===== src/rtl/sync_fifo.sv =====
// Single-clock FIFO with registered read data, registered full/empty flags
// and an occupancy count. Storage is a plain array with a synchronous,
// enabled read into the output register, so it maps onto block RAM.
module sync_fifo #(
  parameter int W = 16,
  parameter int A = 4
) (
  input  logic         clock,
  input  logic         reset,
  input  logic [W-1:0] in,
  input  logic         put,
  output logic         full,
  output logic [W-1:0] out,
  input  logic         get,
  output logic         empty,
  output logic [A:0]   count
);

  localparam int         DEPTH     = 2 ** A;
  localparam logic [A:0] DEPTH_CNT = (A + 1)'(DEPTH);

  // Storage has no reset; only control state and the output register do.
  logic [W-1:0] mem [0:DEPTH-1];

  logic [A-1:0] wr_ptr_reg, wr_ptr_next;
  logic [A-1:0] rd_ptr_reg, rd_ptr_next;
  logic [A:0]   count_reg, count_next;
  logic         full_reg, full_next;
  logic         empty_reg, empty_next;
  logic [W-1:0] out_reg;

  logic wr_accept;
  logic rd_accept;

  // Requests are honoured only against the registered flags, and never while
  // reset is high, so a put while full / get while empty is a pure no-op.
  assign wr_accept = put & ~full_reg & ~reset;
  assign rd_accept = get & ~empty_reg & ~reset;

  // Next-state for pointers, occupancy and flags; pointers wrap naturally
  // because they are exactly A bits wide.
  always_comb begin
    wr_ptr_next = wr_ptr_reg;
    rd_ptr_next = rd_ptr_reg;
    count_next  = count_reg;
    if (wr_accept) begin
      wr_ptr_next = wr_ptr_reg + A'(1);
    end
    if (rd_accept) begin
      rd_ptr_next = rd_ptr_reg + A'(1);
    end
    case ({wr_accept, rd_accept})
      2'b10:   count_next = count_reg + (A + 1)'(1);
      2'b01:   count_next = count_reg - (A + 1)'(1);
      default: count_next = count_reg;
    endcase
    full_next  = (count_next == DEPTH_CNT);
    empty_next = (count_next == '0);
  end

  // Control state register with synchronous reset.
  always_ff @(posedge clock) begin
    if (reset) begin
      wr_ptr_reg <= '0;
      rd_ptr_reg <= '0;
      count_reg  <= '0;
      full_reg   <= 1'b0;
      empty_reg  <= 1'b1;
    end else begin
      wr_ptr_reg <= wr_ptr_next;
      rd_ptr_reg <= rd_ptr_next;
      count_reg  <= count_next;
      full_reg   <= full_next;
      empty_reg  <= empty_next;
    end
  end

  // Storage write port; a write and a read never hit the same live entry
  // because a full FIFO rejects the write and an empty one rejects the read.
  always_ff @(posedge clock) begin
    if (wr_accept) begin
      mem[wr_ptr_reg] <= in;
    end
  end

  // Registered read: out changes only on an accepted read and holds otherwise.
  always_ff @(posedge clock) begin
    if (reset) begin
      out_reg <= '0;
    end else if (rd_accept) begin
      out_reg <= mem[rd_ptr_reg];
    end
  end

  assign full  = full_reg;
  assign empty = empty_reg;
  assign count = count_reg;
  assign out   = out_reg;

endmodule


===== config.mk =====
export PLATFORM = sky130hd
export DESIGN_NAME = sync_fifo
export DESIGN_NICKNAME = d
export VERILOG_FILES = /design/src/rtl/sync_fifo.sv
export SDC_FILE = /design/constraint.sdc
export NUM_CORES = 1
export LEC_CHECK = 0
export ABC_AREA = 1
export ABC_CLOCK_PERIOD_IN_PS = 1900
export CORE_MARGIN = 3
export CORE_UTILIZATION = 55
export DETAILED_ROUTE_END_ITERATION = 7
export GPL_TIMING_DRIVEN = 1
export PLACE_DENSITY = 0.84
export SLEW_MARGIN = 20
export SYNTH_ARGS = -nofsm -noshare
export SYNTH_HDL_FRONTEND = slang
export SYNTH_SLANG_ARGS = --single-unit

===== constraint.sdc =====
create_clock -name clock -period 1.9 [get_ports clock]
set_input_delay 0.285 -clock clock [delete_from_list [all_inputs] [get_ports clock]]
set_output_delay 0.285 -clock clock [all_outputs]
set_load 0.05 [all_outputs]

==> flow_summary.ini, run 1 <==
[run_status]
status = finished, final reports clean

[critical_path]
critPathRequiredTime_ns = 2.12
arrival_ns = 2.04
max_stage_delay_ns = 0.33
rr_startpoint = full
rrSetupSlack_ns = 0.08
cp_top_family = simple AND/OR/NAND/NOR gates
r2r_cells = 9
start_kind = flip-flop
crit_chain = inv_1 > nand2_2 > inv_1 > nand2_1 > buf_4 > nor2_1 > nand2_1 > nor2_2 > buf_4
rr_endpoint = mem[11][10]
end_kind = flip-flop
crit_buf_inv = 4
cp_slowest_cell = dfxtp_4
critPathKind = reg -> reg
crit_fanout = 9

[placement]
gp_congestion = 0.896
portBuffers = 42
post-dp-hpwl_um = 16500
pre_cts_ws_ns = -0.432

[sta]
period_share_pct = 95.8
slew_headroom_pct = 59.7
worst_pin_slew_ns = 0.602
rsz0062_at_grt = no
slew_viol_final = 0
finalHoldViolCount = 0
max_clock_freq_mhz = 549
period_needed_ns = 1.82
setup_viol = 0
whs_ns = 0.504
finClkSkew_ns = 0.0203
fin_ws_ns = 0.0798

[die]
die-area_um2 = 22500
io_pins = 43
core_um2 = 19900
die_w_um = 150
rows = 51
start_util_pct = 57.2
die_y_um = 150

[cts]
cts.clk_slew.worst_paths_ns = 0.07
cts_sinks = 287
hold_buffers = 0
clk_latency_ns = 0.54
cts.path.max_buffers = 3
cts_tree = built
cts_root_buf = clkbuf_16
h-tree-depth = 1
cts_buffers = 28

[detailed_routing]
wirelength_um = 28800
vias = 7945
wire_per_inst_um = 23.0
avgViaCountPerCell = 6.35
dr.pass1.iters = 5
initialDrtViolationCount = 996
ant_nets = 0
drc = 0

[final_layout]
largest_register_ff_count = 256
layout-drive-gt1-share_pct = 16.2
layout_commonest_cell = edfxtp_1
syn_to_final_growth_pct = 18.3
nNetsFinal = 993
final_cell_mix = edfxtp_1 (256), o21ai_0 (128), nor2_1 (124)
n_antenna_cell = 0
fillerInstances = 1300

[global_route]
grt_max_degree = 82
grt_overflow = 0
antenna_found_initial = 0
grt_usage_pct = 25.8
grt_pass1_vias = 7753
grt_first_pass_wirelength_um = 44400

[logic_synthesis]
synth-seq-cells = 287
syn_nets = 903
postSynthCellCount = 876
synth_cell_types = 36
avgSynthCellArea_um2 = 13.0
yosys_warnings = 0
synth_area_um2 = 11400
ys_seq_area_share_pct = 73.0

[flow_run]
maxCapViolCount = 0

[min_path]
hold_start = out[14]
hold_end = out[14]
whs_path_depth = 2
hold_path_class = reg -> reg

[power]
leakagePower_nw = 4.67
total_power_mw = 14.1
vdd_drop_max_uv = 665
power.density_cell_area_nw_per_um2 = 1040
tightest hold or removal path, stage by stage, from the launching register on:
cell and delay [ns]:
dfxtp_1 0.33, o211ai_1 0.09, inv_1 0.05
synth_stat cells:
cell / number / area [um2]
clkbuf_2: 2 / 10.0
inv_2: 4 / 15.0
clkbuf_1: 22 / 82.6
ha_1: 7 / 87.6
a31oi_1: 13 / 81.3
nand3_4: 1 / 17.5
nor2_2: 3 / 18.8
nor2_1: 140 / 526
nand3_1: 34 / 170
buf_6: 2 / 22.5
nand3_2: 4 / 40.0
o221ai_1: 46 / 403
xor2_2: 1 / 16.3
a21oi_1: 17 / 85.1
nor2_8: 1 / 20.0
dfxtp_1: 31 / 621
xor2_1: 1 / 8.76
nand4_1: 2 / 12.5
o21ai_1: 4 / 20.0
nor3_1: 1 / 5.00
buf_1: 1 / 3.75
o21bai_2: 1 / 11.3
o211ai_1: 10 / 75.1
a211oi_1: 2 / 15.0
edfxtp_1: 256 / 7690
nor4_1: 1 / 6.26
nand2_2: 6 / 37.5
o21ai_0: 129 / 646
a32o_1: 7 / 70.1
clkinv_1: 2 / 7.51
o22ai_1: 11 / 68.8
buf_2: 21 / 105
o21bai_1: 1 / 7.51
nand2_1: 56 / 210
inv_1: 27 / 101
buf_4: 9 / 67.6
worst max-delay path by stage:
| stage | start | endpoint | slack (ns) | cells after the start |
|---|---|---|---|---|
| final | full | mem[11][10] | 0.08 | 9 |
| after global routing | empty | count[4] | 0.02 | 17 |
| after floorplan | full | mem[11][0] | -0.12 | 7 |
| after global placement | get | empty | -0.26 | 12 |
| after CTS | empty | full | 0.008 | 10 |
| after detailed placement | get | empty | -0.43 | 12 |
cell type report:
| cell class | instances | area, um2 | share of cell area (%) |
|---|---|---|---|
| Clock inverter | 18 | 168 | 1.24 |
| Clock buffer | 33 | 741 | 5.50 |
| Timing Repair Buffer | 117 | 1080 | 7.99 |
| Inverter | 33 | 125 | 0.929 |
| Sequential cell | 287 | 8320 | 61.8 |
| Multi-Input combinational cell | 499 | 2710 | 20.1 |
| Tap cell | 265 | 332 | 2.46 |
what timing repair did:
action	in CTS	in global routing
gates resized for setup	20	3
setup endpoints to repair	20	3
buffers inserted	0	1
pin swaps	0	2
per-layer routing:
layer,track usage [%],share of wire [%]
met3,4.60,11
met4,10.6,4.1
met5,0,0
met1,34.9,37
met2,42.0,48
through the flow:
step / TNS [ns] / std cells / cell area, um2 / util (%)
floorplan: -18.52 / 876 / 11400 / -
global placement: -27.52 / 1200 / 12600 / 63.1
detailed placement: -36.47 / 1200 / 12600 / 63.1
CTS: 0 / 1251 / 13500 / 67.6
global route: 0 / 1252 / 13500 / 67.6
finish: 0 / 1252 / 13500 / 67.6
power breakdown:
part           internal, mW  total [mW]  switching [mW]
registers              6.97        7.04          0.0713
clock network          3.18        5.48            2.30
logic                 0.483        1.54            1.06
total                  10.6        14.1            3.43
logic make-up (layout without fill, tap and decap cells):
group	count (synthesis)	in the layout	share of synthesized area [%]
AOI/OAI and AO/OA	241	241	13.0
xor gates and xnor gates	2	2	0.220
adders and majority gates	7	7	0.769
buffers and inverters	90	201	3.65
DFF	287	287	73.0
and+or+nand+nor	249	249	9.34
Power figures use the tool's default switching activity.
==> run 2, diff against run 1 <==
--- a/config.mk
+++ b/config.mk
@@ -12,7 +12,7 @@
 export DETAILED_ROUTE_END_ITERATION = 7
 export GPL_TIMING_DRIVEN = 1
 export PLACE_DENSITY = 0.84
-export SLEW_MARGIN = 20
+export SLEW_MARGIN = 30
 export SYNTH_ARGS = -nofsm -noshare
 export SYNTH_HDL_FRONTEND = slang
 export SYNTH_SLANG_ARGS = --single-unit
==> results of run 2 <==
No change in the layout: final DEF, timing and power equal those of run 1.
==> run 3, diff against run 2 <==
--- a/config.mk
+++ b/config.mk
@@ -8,10 +8,11 @@
 export ABC_AREA = 1
 export ABC_CLOCK_PERIOD_IN_PS = 1900
 export CORE_MARGIN = 3
-export CORE_UTILIZATION = 55
+export CORE_UTILIZATION = 25
+export CTS_CLUSTER_DIAMETER = 150
 export DETAILED_ROUTE_END_ITERATION = 7
 export GPL_TIMING_DRIVEN = 1
-export PLACE_DENSITY = 0.84
+export PLACE_DENSITY = 0.49
 export SLEW_MARGIN = 30
 export SYNTH_ARGS = -nofsm -noshare
 export SYNTH_HDL_FRONTEND = slang
==> run 3 against run 2 <==
Routed wire length increased by 6.9%. Clock-buffer cell count increased by 3. Core utilization decreased by 36 points. Non-clock buffer count decreased by 8. Global-route usage decreased by 13 points. Critical path depth decreased by 8. Flip-flop and latch count unchanged.
==> flow_summary.ini, run 3 (synthesis gave the netlist of run 1 again) <==
[run_status]
status = finished, final reports clean

[final_layout]
layout_commonest_cell = edfxtp_1
syn_to_final_growth_pct = 22.9
seqCellArea_um2 = 8320
fillerInstances = 4426
utilization_pct = 31.4
final_cell_mix = edfxtp_1 (256), o21ai_0 (128), nor2_1 (124)
layout-drive-gt1-share_pct = 16.4
largest_register_ff_count = 256
nNetsFinal = 987
n_antenna_cell = 0
multi_input_area_um2 = 2710

[detailed_routing]
drc = 0
ant_nets = 0
wire_per_inst_um = 19.5
initialDrtViolationCount = 493
dr.pass1.iters = 5
vias = 7360
avgViaCountPerCell = 4.67
wirelength_um = 30700

[global_route]
grt_max_degree = 79
grt_usage_pct = 12.6
grt_pass1_vias = 7421
grt_first_pass_wirelength_um = 46600
antenna_found_initial = 0
grt_overflow = 0

[critical_path]
max_stage_delay_ns = 0.56
cp_slowest_cell = dlygate4sd2_1
crit_fanout = 5
arrival_ns = 1.53
start_kind = flip-flop
critPathRequiredTime_ns = 1.62
crit_buf_inv = 1
cp_top_family = buffers and inverters
critPathKind = reg -> out
crit_chain = dlygate4sd2_1
end_kind = output port

[sta]
max_clock_freq_mhz = 550
finClkSkew_ns = 0.0162
worst_pin_slew_ns = 0.650
slew_headroom_pct = 56.5
rsz0062_at_grt = yes
setup_viol = 0
period_needed_ns = 1.82
period_share_pct = 95.6
slew_viol_final = 0
finalHoldViolCount = 0
setup_tns_ns = 0

[cts]
clk_latency_ns = 0.55
cts_root_buf = clkbuf_16
hold_buffers = 0
cts.clk_slew.worst_paths_ns = 0.06
cts_buffers = 30
cts_sinks = 287
cts_tree = built
cts.path.max_buffers = 3
h-tree-depth = 1

[die]
die_w_um = 219
die_y_um = 219
die-area_um2 = 48100
start_util_pct = 25.5
core_um2 = 44600
io_pins = 43
rows = 77

[placement]
post-dp-hpwl_um = 18000
gp_congestion = 0.761
portBuffers = 42

[min_path]
hold_path_class = reg -> reg

[power]
leakagePower_nw = 4.68
vdd_drop_max_uv = 679
power.density_cell_area_nw_per_um2 = 1020

[flow_run]
maxCapViolCount = 0
run 3: power breakdown:
part / switching, mW / internal (mW) / leakage [nW]
Clock: 2.37 / 3.30 / 0.470
Sequential: 0.0722 / 6.97 / 2.56
Combinational: 1.05 / 0.512 / 1.65
run 3: final cells by class:
cell class              count  area share, %
flip-flops and latches    287           59.5
multi-input cells         499           19.4
repair buffers            109           8.13
clock buffers              36           5.82
well taps                 592           5.29
clock inverters            19           1.00
inverters                  33          0.894
run 3: what timing repair did:
action,4_1_cts,5_1_grt
endpoints found under the hold margin,0,0
setup endpoints to repair,17,3
setup buffers,0,1
gates resized for setup,17,5
pin swaps,0,5
run 3: final timing paths:
path | start | cells after the start | slack, ns | end
worst max-delay path | count[0] | 1 | 0.08 | count[0]
worst min-delay path | out[9] | 2 | 0.51 | out[9]
worst max register to register | full | 9 | 0.13 | mem[10][12]
worst min register to register | out[9] | 2 | 0.51 | out[9]
run 3: metrics by stage:
step	setup WS (ns)	power, mW	cells	hold WS, ns	cell area, um2
4_1_cts	0.0497	14.4	1574	0.512	14000
3_3_place_gp	-0.320	8.76	1519	0.489	13000
6_report	0.0833	14.3	1575	0.512	14000
3_5_place_dp	-0.359	8.76	1519	0.496	13000
2_1_floorplan	-0.117	8.12	876	0.384	11400
5_1_grt	-0.00851	14.8	1575	0.538	14000
run 3: routing by layer:
| metal | global-route usage (%) | vias up | wire (um) |
|---|---|---|---|
| li1 | - | 3450 | - |
| met1 | 17.1 | 3716 | 14200 |
| met2 | 21.5 | 158 | 14700 |
| met3 | 2.09 | 36 | 1400 |
| met4 | 2.40 | 0 | 433 |
| met5 | 0 | - | 0 |
